[config.mk]
export PLATFORM = sky130hd
export DESIGN_NAME = mult_div_unit
export DESIGN_NICKNAME = d
export VERILOG_FILES = /design/src/rtl/mips_pkg.sv /design/src/rtl/md_step.sv /design/src/rtl/mult_div_unit.sv
export SDC_FILE = /design/constraint.sdc
export NUM_CORES = 1
export LEC_CHECK = 0
export BUFFER_PORTS_ARGS = -buffer_cell sky130_fd_sc_hd__buf_4
export CORE_MARGIN = 3
export CORE_UTILIZATION = 48
export CTS_CLUSTER_DIAMETER = 100
export DETAILED_ROUTE_END_ITERATION = 7
export PLACE_DENSITY_LB_ADDON = 0.05
export SETUP_SLACK_MARGIN = 0.5
export SLEW_MARGIN = 20
export SYNTH_ARGS = -nofsm -noshare
export SYNTH_HDL_FRONTEND = slang
export SYNTH_SLANG_ARGS = --single-unit
[constraint.sdc]
create_clock -name clock -period 3.8 [get_ports clock]
set_input_delay 0.19 -clock clock [delete_from_list [all_inputs] [get_ports clock]]
set_output_delay 0.19 -clock clock [all_outputs]
set_load 0.03 [all_outputs]
[src/rtl/mips_pkg.sv]
// Shared encodings for the multiply/divide unit: op codes, FSM states, default width.
// MADD/MADDU legality depends on MULTDIV_ACC_EN.
package mips_pkg;

  localparam int SIZE_DEF = 32;

  localparam logic [2:0] OP_MULT  = 3'b000;
  localparam logic [2:0] OP_MULTU = 3'b001;
  localparam logic [2:0] OP_DIV   = 3'b010;
  localparam logic [2:0] OP_DIVU  = 3'b011;
  localparam logic [2:0] OP_MADD  = 3'b100;
  localparam logic [2:0] OP_MADDU = 3'b101;

  typedef enum logic [1:0] {
    ST_IDLE = 2'd0,
    ST_RUN  = 2'd1,
    ST_FIX  = 2'd2,
    ST_DONE = 2'd3
  } state_t;

  function automatic logic op_legal(input logic [2:0] op);
`ifdef MULTDIV_ACC_EN
    return (op <= OP_MADDU);
`else
    return (op <= OP_DIVU);
`endif
  endfunction

endpackage

[src/rtl/md_step.sv]
// One iteration of shift-add multiply or restoring divide on an {acc_hi, acc_lo} pair.
// Latency: purely combinational. Backpressure: none.
// Mode: div_mode_i=0 multiply (acc_lo holds multiplier), 1 divide (acc_lo holds dividend).
module md_step import mips_pkg::*; #(
  parameter int SIZE = SIZE_DEF
) (
  input  logic            div_mode_i,
  input  logic [SIZE-1:0] acc_hi_i,
  input  logic [SIZE-1:0] acc_lo_i,
  input  logic [SIZE-1:0] operand_i,
  output logic [SIZE-1:0] acc_hi_o,
  output logic [SIZE-1:0] acc_lo_o
);

  logic [SIZE:0] sum;
  logic [SIZE:0] rem;
  logic [SIZE:0] diff;

  always_comb begin
    sum  = {1'b0, acc_hi_i} + (acc_lo_i[0] ? {1'b0, operand_i} : '0);
    rem  = {acc_hi_i, acc_lo_i[SIZE-1]};
    diff = rem - {1'b0, operand_i};
    acc_hi_o = sum[SIZE:1];
    acc_lo_o = {sum[0], acc_lo_i[SIZE-1:1]};
    if (div_mode_i) begin
      // diff[SIZE] is the borrow: set when the partial remainder is below the divisor
      if (!diff[SIZE]) begin
        acc_hi_o = diff[SIZE-1:0];
        acc_lo_o = {acc_lo_i[SIZE-2:0], 1'b1};
      end else begin
        acc_hi_o = rem[SIZE-1:0];
        acc_lo_o = {acc_lo_i[SIZE-2:0], 1'b0};
      end
    end
  end

endmodule

[src/rtl/mult_div_unit.sv]
// Iterative MULT/MULTU/DIV/DIVU into HI/LO; MADD/MADDU accumulate when MULTDIV_ACC_EN is defined.
// Latency: SIZE RUN cycles + FIX + DONE; done pulses SIZE+2 edges after start is sampled (inclusive).
// Backpressure: none; start/mthi/mtlo are ignored while busy, caller must watch busy/done.
module mult_div_unit import mips_pkg::*; #(
  parameter int SIZE = SIZE_DEF
) (
  input  logic            clock,
  input  logic            reset_n,
  input  logic            start,
  input  logic [2:0]      op,
  input  logic [SIZE-1:0] rs_data,
  input  logic [SIZE-1:0] rt_data,
  input  logic            mthi,
  input  logic            mtlo,
  output logic [SIZE-1:0] hi,
  output logic [SIZE-1:0] lo,
  output logic            busy,
  output logic            done
);

  localparam int CW = $clog2(SIZE + 1);
  localparam logic [CW-1:0] CNT_INIT = CW'(SIZE);

  state_t          state_q, state_d;
  logic [CW-1:0]   cnt_q, cnt_d;
  logic [SIZE-1:0] acc_hi_q, acc_hi_d;
  logic [SIZE-1:0] acc_lo_q, acc_lo_d;
  logic [SIZE-1:0] opb_q, opb_d;
  logic [SIZE-1:0] hi_q, hi_d;
  logic [SIZE-1:0] lo_q, lo_d;
  logic            div_q, div_d;
  logic            neg_q, neg_d;
  logic            rem_neg_q, rem_neg_d;
  logic            div0_q, div0_d;
`ifdef MULTDIV_ACC_EN
  logic            acc_q, acc_d;
`endif

  logic            a_neg, b_neg;
  logic [SIZE-1:0] a_mag, b_mag;
  logic [SIZE-1:0] step_hi, step_lo;
  logic [2*SIZE-1:0] prod, prod_fix;
  logic [SIZE-1:0] quo_fix, rem_fix;

  // Signed ops are the even codes; magnitudes of -2^(SIZE-1) stay exact as unsigned SIZE bits
  assign a_neg = ~op[0] & rs_data[SIZE-1];
  assign b_neg = ~op[0] & rt_data[SIZE-1];
  assign a_mag = a_neg ? -rs_data : rs_data;
  assign b_mag = b_neg ? -rt_data : rt_data;

  assign prod     = {acc_hi_q, acc_lo_q};
  assign prod_fix = neg_q ? -prod : prod;
  // A zero divisor leaves the all-ones quotient untouched regardless of signs
  assign quo_fix  = (neg_q & ~div0_q) ? -acc_lo_q : acc_lo_q;
  assign rem_fix  = rem_neg_q ? -acc_hi_q : acc_hi_q;

  md_step #(.SIZE(SIZE)) u_step (
    .div_mode_i (div_q),
    .acc_hi_i   (acc_hi_q),
    .acc_lo_i   (acc_lo_q),
    .operand_i  (opb_q),
    .acc_hi_o   (step_hi),
    .acc_lo_o   (step_lo)
  );

  always_comb begin
    state_d   = state_q;
    cnt_d     = cnt_q;
    acc_hi_d  = acc_hi_q;
    acc_lo_d  = acc_lo_q;
    opb_d     = opb_q;
    hi_d      = hi_q;
    lo_d      = lo_q;
    div_d     = div_q;
    neg_d     = neg_q;
    rem_neg_d = rem_neg_q;
    div0_d    = div0_q;
`ifdef MULTDIV_ACC_EN
    acc_d     = acc_q;
`endif
    unique case (state_q)
      ST_IDLE: begin
        if (start && op_legal(op)) begin
          acc_hi_d  = '0;
          acc_lo_d  = a_mag;
          opb_d     = b_mag;
          div_d     = (op[2:1] == 2'b01);
          neg_d     = a_neg ^ b_neg;
          rem_neg_d = a_neg;
          div0_d    = (rt_data == '0);
`ifdef MULTDIV_ACC_EN
          acc_d     = op[2];
`endif
          cnt_d     = CNT_INIT;
          state_d   = ST_RUN;
        end else begin
          if (mthi) hi_d = rs_data;
          if (mtlo) lo_d = rs_data;
        end
      end
      ST_RUN: begin
        acc_hi_d = step_hi;
        acc_lo_d = step_lo;
        cnt_d    = cnt_q - CW'(1);
        if (cnt_q == CW'(1)) state_d = ST_FIX;
      end
      ST_FIX: begin
        if (div_q) begin
          hi_d = rem_fix;
          lo_d = quo_fix;
        end else begin
`ifdef MULTDIV_ACC_EN
          if (acc_q) {hi_d, lo_d} = {hi_q, lo_q} + prod_fix;
          else       {hi_d, lo_d} = prod_fix;
`else
          {hi_d, lo_d} = prod_fix;
`endif
        end
        state_d = ST_DONE;
      end
      ST_DONE: state_d = ST_IDLE;
      default: state_d = ST_IDLE;
    endcase
  end

  always_ff @(posedge clock or negedge reset_n) begin
    if (!reset_n) begin
      state_q   <= ST_IDLE;
      cnt_q     <= '0;
      acc_hi_q  <= '0;
      acc_lo_q  <= '0;
      opb_q     <= '0;
      hi_q      <= '0;
      lo_q      <= '0;
      div_q     <= 1'b0;
      neg_q     <= 1'b0;
      rem_neg_q <= 1'b0;
      div0_q    <= 1'b0;
`ifdef MULTDIV_ACC_EN
      acc_q     <= 1'b0;
`endif
    end else begin
      state_q   <= state_d;
      cnt_q     <= cnt_d;
      acc_hi_q  <= acc_hi_d;
      acc_lo_q  <= acc_lo_d;
      opb_q     <= opb_d;
      hi_q      <= hi_d;
      lo_q      <= lo_d;
      div_q     <= div_d;
      neg_q     <= neg_d;
      rem_neg_q <= rem_neg_d;
      div0_q    <= div0_d;
`ifdef MULTDIV_ACC_EN
      acc_q     <= acc_d;
`endif
    end
  end

  assign hi   = hi_q;
  assign lo   = lo_q;
  assign busy = (state_q == ST_RUN) || (state_q == ST_FIX);
  assign done = (state_q == ST_DONE);

endmodule

==> out/metrics.yaml <==
status: "finished, final reports clean"
rows: 62
grt_pass1_wl_um: 76500
critPathArrivalTime_ns: 3.65
reg2reg_to: "hi[7]"
fin_util: 0.592
swShare: 0.523
grt.busiest_layer: "met2"
setup-tns-final_ns: 0
setup_violations: 0
grt_max_degree: 95
rr_worst_depth: 10
antennaDiodeCount: 0
layout_common_cells: "buf_4, o21ai_0, nand2_1"
dp_hpwl_um: 38000
report.final.slew_viol_count: 0
met2_usage: 0.514
synth-seq-area-share: 0.303
clock_sinks: 172
ir_worst_vdd_mv: 0.455
port_buffers: 137
coreArea_um2: 28900
placedCellCount: 2314
grt_setup_unrepaired: "yes"
drt-wirelength-per-cell_um: 20.9
vias: 14200
cts_buffer_depth: 2
synthCells: 1807
synthesis.area_um2: 14200
hold_viol: 0
p_per_area_nw_per_um2: 1040
fp.dieW_um: 178
cp.required_ns: 4.17
cp_max_fo: 5
p_sw_mw: 9.29
grt_use_met1: 0.405
layout_commonest_cell: "buf_4"
area_growth_pct: 20.5
cts_tree: "built"
ant_nets: 0
start_util: 0.491
clk_latency_ns: 0.45
drive_gt1_frac: 0.182
vias_per_cell: 6.00
finClkSkew_ns: 0.00970
drv_cap: 0
synth_edf_count: 0
r2r-start: "acc_lo_q[20]"
maxClockFrequency_ghz: 0.304
clockPowerShare: 0.099
ys_async_sr_fraction: 1.00
slew_headroom: 0.313
instances_no_fill: 2369
min_period_ns: 3.29
hold_ws_ns: 0.0297
track_usage: 0.309
hold_class: "input port to flip-flop"
path_clk_slew_ns: 0.07
route.detailed.drc: 0
ys_warn_count: 0
power_frac_seq: 0.203
period_share: 0.865
use_met3: 0.0390
synthFlopType: "dfrtp_1"
worst_hold_path.endpoint: "neg_q"
endpoint_kind: "flip-flop"
dieArea_um2: 31700
numCtsBuffers: 17
p_int_mw: 8.47
hold_depth: 2
cts_root_buffer: "clkbuf_16"
first_iter_violations: 1445
total_leakage_power_nw: 7.72
grt_antenna_before_repair: 0
drt-total-wl_um: 49600
grt_pass1_vias: 13600
hp-start: "op[0]"
syn_area_per_cell_um2: 7.86
ys_seq_elements: 172
total_power_mw: 17.8
ys_types: 72
gp_congestion: 0.992
worstMarginPinSlew_ns: 1.03
crit_type: "flip-flop to flip-flop"
grt_overflow_total: 0
startpoint_type: "flip-flop"
h-tree-depth: 4
reg2reg_setup_slack_ns: 0.51
num-nets-final: 2120
drt_pass1_iterations: 7
syn_nets: 1955
comb_power_share: 0.698
die_y_um: 178
io_pins: 138
how the worst max path moves through the flow:
stage | startpoint | end | slack, ns | cells past startpoint
final | acc_lo_q[20] | hi[7] | 0.51 | 10
after global routing | acc_lo_q[20] | hi[19] | 0.42 | 11
after CTS | acc_hi_q[0] | acc_hi_q[30] | 0.46 | 12
after detailed placement | acc_lo_q[31] | acc_hi_q[30] | 0.18 | 12
after global placement | acc_lo_q[31] | acc_hi_q[30] | 0.28 | 12
after floorplan | acc_lo_q[31] | acc_hi_q[16] | 0.66 | 12
worst max-delay path: stages (launching register included):
cell and delay (ns):
dfrtp_1 0.40, or4_4 0.58, nor4_4 0.20, or4b_4 0.54
or3_4 0.37, o21ai_4 0.23, o21ai_0 0.15, xor2_1 0.30
a21oi_1 0.11, buf_4 0.19, o21ai_1 0.13
power by group through the flow:
stage	clock network (mW)	logic (mW)	registers [mW]
after floorplan	0	7.33	3.97
after global routing	1.88	13.5	3.70
after CTS	1.79	11.7	3.56
final	1.76	12.4	3.60
after global placement	0	11.4	3.58
after detailed placement	0	11.5	3.61
Yosys cell counts, types with 19 or more instances:
cell | count | share of area
xor2_1 | 85 | 0.052
inv_1 | 65 | 0.017
nor3_1 | 37 | 0.013
dfrtp_1 | 172 | 0.30
mux2i_1 | 33 | 0.023
a21oi_1 | 159 | 0.056
o21ai_0 | 228 | 0.080
a21o_1 | 43 | 0.023
nand3_1 | 19 | 0.0067
clkbuf_1 | 89 | 0.024
nor2_1 | 155 | 0.041
or3_1 | 22 | 0.0097
nand2_1 | 208 | 0.055
a211oi_1 | 28 | 0.015
a31oi_1 | 21 | 0.0092
xnor2_1 | 88 | 0.054
nand2b_1 | 21 | 0.0092
ha_1 | 74 | 0.065
stage by stage:
| step | cell area (um2) | setup WS [ns] |
|---|---|---|
| finish | 17100 | 0.515 |
| global route | 17100 | 0.421 |
| CTS | 16800 | 0.455 |
| floorplan | 14200 | 0.656 |
| global placement | 16000 | 0.276 |
| detailed placement | 16000 | 0.184 |
metal layers:
layer / routed length (um) / vias to the layer above
met4: 2290 / 0
li1: - / 6804
met1: 21000 / 6705
met3: 3360 / 99
met5: 0 / -
met2: 22900 / 595
cell type report:
cell class              count  area [um2]
repair buffers            243        1900
clock buffers              17         425
inverters                  65         244
flip-flops and latches    172        4320
fillers                  2710       11800
well taps                 384         480
clock inverters            15         148
multi-input cells        1473        9600
kinds of logic (layout without fill, tap and decap cells):
group                      count (synthesis)  after routing  synth area share
AOI/OAI and AO/OA                        609            609             0.259
xor gates and xnor gates                 173            173             0.107
muxes                                     39             39            0.0280
adders and majority gates                 76             76            0.0680
and+or+nand+nor                          576            576             0.191
buffers and inverters                    162            340            0.0435
DFF                                      172            172             0.303
flip-flops by register name, indices dropped and copies added, names as in the netlist:
signal	flops
acc_lo_q	32
rem_neg_q	1
acc_hi_q	32
neg_q	1
state_q	2
lo	32
cnt_q	6
opb_q	32
div0_q	1
hi	32
div_q	1
timing repair:
action | CTS | global route
pin swaps | 11 | 12
gates resized for setup | 20 | 57
gates cloned | 0 | 1
hold buffers | 2 | 0
setup endpoints to repair | 40 | 48
buffers inserted | 8 | 12
hold endpoints to repair | 93 | 0
(Power assumes the default switching activity.)
